**src/rtl/memctl_burst_loader.sv**
```systemverilog
// memctl_burst_loader
// Copies a burst of LEN_I words from a synchronous source memory (read
// latency SRC_LAT cycles) into a circular destination buffer at one word per
// cycle. It sits between the MP3 bitstream source ROM and the decoder input
// buffer.
//
// Ports:
//   CLOCK_I, RESETN_I         clock (rising edge), asynchronous active-low reset
//   START_I, LEN_I, LOAD_I    burst request, length, pointer reload (IDLE only)
//   SRC_BASE_I, DST_BASE_I    reload values for the source/destination pointers
//   ABORT_I                   stop issuing reads, drain reads already in flight
//   SRC_EN_O, SRC_ADDR_O      source read port
//   SRC_DATA_I                source data, valid SRC_LAT cycles after SRC_EN_O
//   DST_EN_O, DST_WE_O        destination enable / write strobe (identical)
//   DST_ADDR_O, DST_DATA_O    destination write address / data
//   BUSY_O, DONE_O            busy window and one-cycle completion pulse
//   CHECKSUM_O                running 32-bit sum of the words written
//
// Build option: define MEMCTL_CHECKSUM_EN to enable the checksum accumulator.
// Without it CHECKSUM_O is tied to zero and no adder is built.
module memctl_burst_loader #(
  parameter int DATA_W    = 32,
  parameter int SRC_AW    = 15,
  parameter int DST_AW    = 10,
  parameter int DST_DEPTH = 512,
  parameter int LEN_W     = 10,
  parameter int SRC_LAT   = 1
) (
  input  logic              CLOCK_I,
  input  logic              RESETN_I,
  input  logic              START_I,
  input  logic [LEN_W-1:0]  LEN_I,
  input  logic              LOAD_I,
  input  logic [SRC_AW-1:0] SRC_BASE_I,
  input  logic [DST_AW-1:0] DST_BASE_I,
  input  logic              ABORT_I,
  output logic              SRC_EN_O,
  output logic [SRC_AW-1:0] SRC_ADDR_O,
  input  logic [DATA_W-1:0] SRC_DATA_I,
  output logic              DST_EN_O,
  output logic              DST_WE_O,
  output logic [DST_AW-1:0] DST_ADDR_O,
  output logic [DATA_W-1:0] DST_DATA_O,
  output logic              BUSY_O,
  output logic              DONE_O,
  output logic [31:0]       CHECKSUM_O
);

  localparam logic [1:0] ST_IDLE  = 2'd0;
  localparam logic [1:0] ST_ISSUE = 2'd1;
  localparam logic [1:0] ST_DRAIN = 2'd2;

  localparam logic [DST_AW:0]   DEPTH_EXT = (DST_AW+1)'(DST_DEPTH);
  localparam logic [DST_AW-1:0] DST_LAST  = DST_AW'(DST_DEPTH - 1);

  logic [1:0]         state_reg, state_next;
  logic [SRC_AW-1:0]  src_ptr_reg, src_ptr_next;
  logic [DST_AW-1:0]  dst_ptr_reg, dst_ptr_next;
  logic [LEN_W-1:0]   remain_reg, remain_next;
  logic [SRC_LAT-1:0] vpipe_reg, vpipe_next;
  logic               done_reg, done_next;
  logic               accept;
  logic               issue;
  logic               write;

  // The DONE cycle still counts as busy, so a START there is ignored too.
  assign accept = START_I && (state_reg == ST_IDLE) && !done_reg;
  // An abort cycle never issues, even if it coincides with the last read.
  assign issue  = (state_reg == ST_ISSUE) && !ABORT_I;
  // The oldest valid-pipe stage lines up with the cycle the source data arrives.
  assign write  = vpipe_reg[SRC_LAT-1];

  generate
    for (genvar gi = 0; gi < SRC_LAT; gi++) begin : g_vpipe
      if (gi == 0) begin : g_head
        assign vpipe_next[gi] = issue;
      end else begin : g_tail
        assign vpipe_next[gi] = vpipe_reg[gi-1];
      end
    end
  endgenerate

  always_comb begin
    state_next   = state_reg;
    src_ptr_next = src_ptr_reg;
    dst_ptr_next = dst_ptr_reg;
    remain_next  = remain_reg;
    done_next    = 1'b0;
    case (state_reg)
      ST_IDLE: begin
        if (accept) begin
          if (LOAD_I) begin
            src_ptr_next = SRC_BASE_I;
            // An out-of-range destination base restarts the ring at 0.
            dst_ptr_next = ({1'b0, DST_BASE_I} >= DEPTH_EXT) ? '0 : DST_BASE_I;
          end
          remain_next = LEN_I;
          if (LEN_I == '0) begin
            done_next = 1'b1;
          end else begin
            state_next = ST_ISSUE;
          end
        end
      end
      ST_ISSUE: begin
        if (issue) begin
          src_ptr_next = src_ptr_reg + 1'b1;
          remain_next  = remain_reg - 1'b1;
        end
        if (ABORT_I || (remain_reg == LEN_W'(1))) begin
          // Skip DRAIN when nothing is left in flight (abort with an empty
          // pipe) so DONE still lands right after the last write.
          if (vpipe_next == '0) begin
            state_next = ST_IDLE;
            done_next  = 1'b1;
          end else begin
            state_next = ST_DRAIN;
          end
        end
      end
      ST_DRAIN: begin
        if (vpipe_next == '0) begin
          state_next = ST_IDLE;
          done_next  = 1'b1;
        end
      end
      default: state_next = ST_IDLE;
    endcase
    // Writes only happen while busy, so this never collides with a reload.
    if (write) begin
      dst_ptr_next = (dst_ptr_reg == DST_LAST) ? '0 : dst_ptr_reg + 1'b1;
    end
  end

  always_ff @(posedge CLOCK_I or negedge RESETN_I) begin
    if (!RESETN_I) begin
      state_reg   <= ST_IDLE;
      src_ptr_reg <= '0;
      dst_ptr_reg <= '0;
      remain_reg  <= '0;
      vpipe_reg   <= '0;
      done_reg    <= 1'b0;
    end else begin
      state_reg   <= state_next;
      src_ptr_reg <= src_ptr_next;
      dst_ptr_reg <= dst_ptr_next;
      remain_reg  <= remain_next;
      vpipe_reg   <= vpipe_next;
      done_reg    <= done_next;
    end
  end

  // Address/data buses are gated so every output reads 0 outside an access.
  assign SRC_EN_O   = issue;
  assign SRC_ADDR_O = issue ? src_ptr_reg : '0;
  assign DST_WE_O   = write;
  assign DST_EN_O   = write;
  assign DST_ADDR_O = write ? dst_ptr_reg : '0;
  assign DST_DATA_O = write ? SRC_DATA_I : '0;
  assign BUSY_O     = (state_reg != ST_IDLE) || done_reg;
  assign DONE_O     = done_reg;

`ifdef MEMCTL_CHECKSUM_EN
  logic [31:0] csum_reg;
  logic [31:0] word32;

  if (DATA_W >= 32) begin : g_csum_trunc
    assign word32 = SRC_DATA_I[31:0];
  end else begin : g_csum_zext
    assign word32 = {{(32-DATA_W){1'b0}}, SRC_DATA_I};
  end

  always_ff @(posedge CLOCK_I or negedge RESETN_I) begin
    if (!RESETN_I) begin
      csum_reg <= '0;
    end else if (accept) begin
      csum_reg <= '0;
    end else if (write) begin
      csum_reg <= csum_reg + word32;
    end
  end

  assign CHECKSUM_O = csum_reg;
`else
  assign CHECKSUM_O = 32'd0;
`endif

endmodule

```
**config.mk**
```make
export PLATFORM = sky130hd
export DESIGN_NAME = memctl_burst_loader
export DESIGN_NICKNAME = d
export VERILOG_FILES = /design/src/rtl/memctl_burst_loader.sv
export SDC_FILE = /design/constraint.sdc
export NUM_CORES = 1
export LEC_CHECK = 0
export ABC_AREA = 1
export CORE_MARGIN = 3
export CORE_UTILIZATION = 40
export CTS_CLUSTER_SIZE = 30
export DETAILED_ROUTE_END_ITERATION = 7
export HOLD_SLACK_MARGIN = 0.1
export PLACE_DENSITY_LB_ADDON = 0.08
export SKIP_LAST_GASP = 1
export SYNTH_ARGS = -nofsm -noshare
export SYNTH_HDL_FRONTEND = slang
export SYNTH_SLANG_ARGS = --single-unit
```
**constraint.sdc**
```tcl
create_clock -name CLOCK_I -period 3.3 [get_ports CLOCK_I]
set_input_delay 0.66 -clock CLOCK_I [delete_from_list [all_inputs] [get_ports CLOCK_I]]
set_output_delay 0.66 -clock CLOCK_I [all_outputs]
set_load 0.02 [all_outputs]
```
== Word level (Yosys, flattened, before mapping) ==
Index checks and enable logic that the tools add are counted.

* Bits in registers: 39
* Bits in latches: 0
* Memory bits (writable): 0
* Memory bits (read-only): 0
* Input bits: 72
* Output and inout bits: 94
* Word-level logic and storage cells: 65
* Memories kept: 0

* $add $sub $neg: 3
* Multipliers: 0
* Divide/modulo/power cells: 0
* $lt $le $gt $ge: 1
* Equal/unequal tests: 10
* Shift-type cells: 0
* Muxes and demuxes: 27
* Bitwise logic cells: 0
* Reduce and logical (&&, ||, !) cells: 18

{| class="wikitable"
|+ Operators with widths
! cell !! count
|-
| $mux W10 || 9
|-
| $mux W15 || 4
|-
| $mux W32 || 1
|-
| $pmux W15 S2 || 1
|-
| $pmux W10 S2 || 1
|-
| $add A15 B1 Y15 const B || 1
|-
| $add A10 B1 Y10 const B || 1
|-
| $eq A10 B1 Y1 const B || 1
|-
| $eq A10 B9 Y1 const B || 1
|-
| $ge A10 B10 Y1 const B || 1
|-
| $logic_not A10 Y1 || 1
|-
| $mux W2 || 5
|-
| $ne A2 B2 Y1 const B || 5
|-
| $reduce_bool A2 Y1 || 5
|-
| $sub A10 B1 Y10 const B || 1
|-
| $reduce_and A4 Y1 || 2
|-
| $pmux W2 S3 || 1
|-
| $reduce_and A3 Y1 || 2
|-
| $mux W1 || 4
|-
| $logic_and A1 B1 Y1 || 3
|-
| $pmux W1 S3 || 1
|-
| $eq A2 B1 Y1 const B || 1
|-
| $eq A2 B2 Y1 const B || 1
|-
| $logic_not A1 Y1 || 2
|-
| other kinds (3) || 4
|}

== Depth between registers and ports, before layout ==
* Word-level depth: 6
* Mapped depth: 10
* Gate-level depth less buffers: 9

== Worst setup path before layout ==
No wires, ideal clock.

* Kind: input -> output
* Start: in ABORT_I
* End: out SRC_ADDR_O[10]
* Data arrival time: 1379 ps
* Required time: 2640 ps
* Setup slack: 1261 ps
* Stages on the path: 4
* Buffers on the path: 1
* Cells stage by stage: nor2_8 inv_6 clkbuf_1 nor2_1

* Cells in the longest elaborated chain, start to end: 3

{| class="wikitable"
|+ RTL lines
! what !! RTL line !! text
|-
| start, declared || 36 || <nowiki>input logic ABORT_I,</nowiki>
|-
| $logic_not A1 Y1 || 69 || <nowiki>assign issue = (state_reg == ST_ISSUE) && !ABORT_I;</nowiki>
|-
| $logic_and A1 B1 Y1 || 69 ||
|-
| $mux W15 || 155 || <nowiki>assign SRC_ADDR_O = issue ? src_ptr_reg : '0;</nowiki>
|-
| end, declared || 38 || <nowiki>output logic [SRC_AW-1:0] SRC_ADDR_O,</nowiki>
|}

Every way passes these cells.

== Final worst setup path ==
* Start: in ABORT_I
* End: out SRC_ADDR_O[4]

The elaborated chain is that of the path after synthesis.

==> reports/results.txt <==
The clock sink count is 39, and the average wire per cell in the routed design is 12.4 um. The overall die area was 9570 sq um. The horizontal die dimension was 97.8 um. The worst setup path is captured at a primary output.

For the vias after detailed routing, the log shows 3669. The post-synthesis area per instance is 6.03 sq um, and the maximum fanout along the worst path is 19. The area fraction in and, or, nand and nor cells after synthesis came out at 38.7%. Summed over all instances, the cell type with the most area after synthesis is dfrtp_1. The synthesized design contains 39 register bits.

The worst-case IR drop observed on VDD is 0.309 mV. Via count of the first global-routing pass: 3343. Clock latency reported for the late side of the worst-skew pair: 0.29 ns. For this run, the share of the core covered by cells in the final layout is 58.8%.

For the number of hold-slack violations in the final timing report, the log shows 0. CTS built an H-tree with a depth of 2. The detail-routed via count per cell came out at 4.68.

TritonCTS built the clock tree. The slew of the pin with the lowest slew margin is 0.916 ns, and the number of buffers inserted during clock tree synthesis is 5. Setup repair after global routing left no endpoint under its margin.

By area, the combinational part of the netlist is dominated by simple AND/OR/NAND/NOR gates. In the final layout, the share of cells above drive strength 1 is 3.81%. After Yosys synthesis, XOR and XNOR cells account for 0.519% of the synthesized area.

The number of flip-flops in the largest register was 15; the count of nets after finishing was 757. The run gives 0 as the initial antenna violation count. The worst hold-check path type was in2async. The area growth from synthesis to layout came out at 38.9%. In this run, the number of DRC markers left after iteration 0 of detailed routing was 110. For this design the static power due to leakage is 0.00251 uW.

The number of antenna diodes in the final layout is 0. After synthesis the cells add up to 3370 sq um. The clock tree skew after final layout is 0.00425 ns, and the number of hold buffers added after CTS is 0. Counting every instance in the synthesized netlist gives 559. The share of the synthesized area in the top cell type is 28.9%. The run gives 0 as the final max-slew violation count. Setup violations remaining at the end of the flow were counted as 0. The share of the Yosys chip area taken by registers is 28.9%. The synthesized netlist devotes 9.01% of its cell area to compound gates. The data arrival time of the worst path came out at 2.17 ns. The critical path class is in2out. The critical path data required time is 2.64 ns, and the maximum clock insertion buffer count is 2. The number of flops mapped to enable cells by yosys was 0; the effective utilization at floorplan was 42.3%. The floorplan has 32 rows. For the number of cells after detailed placement, the log shows 776. For this run, the leading register cell type out of synthesis is dfrtp_1. Of all flip-flops after synthesis, the portion carrying an async set or reset was 100%.

The tools report the post-CTS resize count as 0. Of the total synthesized cell area, the portion taken by full adders, half adders and majority gates is 1.48%. The core region is 7970 sq um. 166 I/O pins were placed. Timing would allow up to 353 MHz. The ratio of total power to cell area came out at 718 nW/um^2. The first-pass GRT wire length was 16400 um. The logs give 0 for the final antenna-violating net count and 0 for the max capacitance violation total. In the routed design, unresolved DRC markers number 0. The clock transition at the registers of the reported paths works out to 0.07 ns. The buffer type at the clock tree root is clkbuf_8. For the final routed database, the setup TNS stands at 0 ns. Largest net degree at the start of global routing: 51. The die is 97.8 um tall. During placement, the flow inserted port buffers numbering 133.

The total global routing track utilization came out at 20.3%. Routability-driven placement finished with a final weighted congestion of 0.898. In this run, distinct cell masters in the synthesized netlist total 35. The time the worst path needs with I/O delays and setup came out at 2.83 ns. After synthesis, the cell types taking the most area are dfrtp_1, nand2_1, inv_1. Summed over all layers, the global routing overflow is 0. The first detailed-routing pass took 4 iterations. Wires add up to 9730 um. Yosys printed 0 warnings. The worst pin sits at a relative slew slack of 39.0%. The HPWL after detailed placement is 7630 um. Of the post-synthesis cell area, the part taken by muxes is 0%. The run gives 0 as the number of setup buffers added after CTS. The tools report the critical path launch point type as an input port. Non-filler instance count after layout: 784.

The fraction of the cycle the final worst path needs is 85.8%. The run finished with clean final reports.
-- cell families (layout without fill, tap and decap cells) --
family                   Yosys count  count (layout)
AND/OR/NAND/NOR                  311             311
buffers and inverters            146             238
AO/OA/AOI/OAI                     56              56
flip-flops                        39              39
adder cells (fa/ha/maj)            4               4
XOR/XNOR                           2               2
other                              1              32
-- layer usage --
layer / up-vias / share of wire, % / global-route usage [%]
met2: 122 / 49 / 34.9
met1: 1661 / 44 / 26.8
met5: - / 0 / 0
met4: 0 / 1.5 / 5.22
li1: 1874 / - / -
met3: 12 / 5.4 / 3.07
-- layout by cell type (no fill, tap or decap), types with 3 or more instances in the layout --
cell / netlist / final
a21oi_1: 15 / 15
a31oi_1: 3 / 3
clkbuf_8: 0 / 5
clkdlybuf4s50_1: 0 / 132
conb_1: 1 / 32
dfrtp_1: 39 / 39
ha_1: 4 / 4
inv_1: 90 / 90
inv_2: 5 / 5
nand2_1: 170 / 170
nand3_1: 37 / 37
nand4_1: 5 / 5
nor2_1: 85 / 85
o21ai_0: 27 / 27
o21ai_1: 4 / 4
-- layout make-up --
| type | instances | area (sq um) |
|---|---|---|
| clock buffers | 6 | 72.6 |
| flip-flops and latches | 39 | 976 |
| multi-input cells | 405 | 1800 |
| clock inverters | 2 | 12.5 |
| inverters | 96 | 365 |
| well taps | 102 | 128 |
| fillers | 818 | 3280 |
| repair buffers | 134 | 1330 |
-- per-stage QoR --
| stage | hold slack [ns] | power [uW] | instance area [sq um] | worst slack (ns) |
|---|---|---|---|---|
| final | 0.488 | 3360 | 4680 | 0.468 |
| after detailed placement | 0.481 | 3040 | 4600 | 0.449 |
| after global routing | 0.521 | 3710 | 4680 | 0.378 |
| after floorplan | 0.364 | 2420 | 3490 | 1.26 |
| after CTS | 0.500 | 3380 | 4680 | 0.450 |
| after global placement | 0.476 | 2990 | 4600 | 0.472 |
-- power by group --
group	internal [uW]	switching, uW	leakage [uW]
Clock	148	174	0.0000412
Sequential	711	250	0.000469
Combinational	783	1300	0.00200
-- critical path, stage by stage --
cell	delay [ns]
clkdlybuf4s50_1	0.50
nor2_8	0.17
inv_6	0.09
nor2_1	0.12
clkdlybuf4s50_1	0.61
-- synth_stat cells, types with 2 or more instances --
cell	n
nand2_1	170
inv_1	90
nor2_1	85
dfrtp_1	39
nand3_1	37
buf_4	35
o21ai_0	27
a21oi_1	15
buf_2	8
inv_2	5
nand4_1	5
ha_1	4
o21ai_1	4
a31oi_1	3
buf_1	3
buf_6	3
a22oi_1	2
nand2_2	2
nand2_4	2
o211ai_1	2
o22ai_1	2
or2_2	2
xor2_1	2
-- worst paths after layout --
| check | startpoint | to | slack (ns) | depth (start not counted) |
|---|---|---|---|---|
| setup / recovery | ABORT_I | SRC_ADDR_O[4] | 0.47 | 5 |
| hold / removal | RESETN_I | dst_ptr_reg[2] | 0.49 | 1 |
| setup reg to reg | state_reg[1] | src_ptr_reg[6] | 1.45 | 6 |
| hold reg to reg | remain_reg[9] | remain_reg[9] | 0.49 | 2 |
| max in group asynchronous | RESETN_I | src_ptr_reg[14] | 2.23 | 1 |
| min in group CLOCK_I | remain_reg[9] | remain_reg[9] | 0.49 | 2 |
Note: power is estimated with default switching activity, not from simulation.
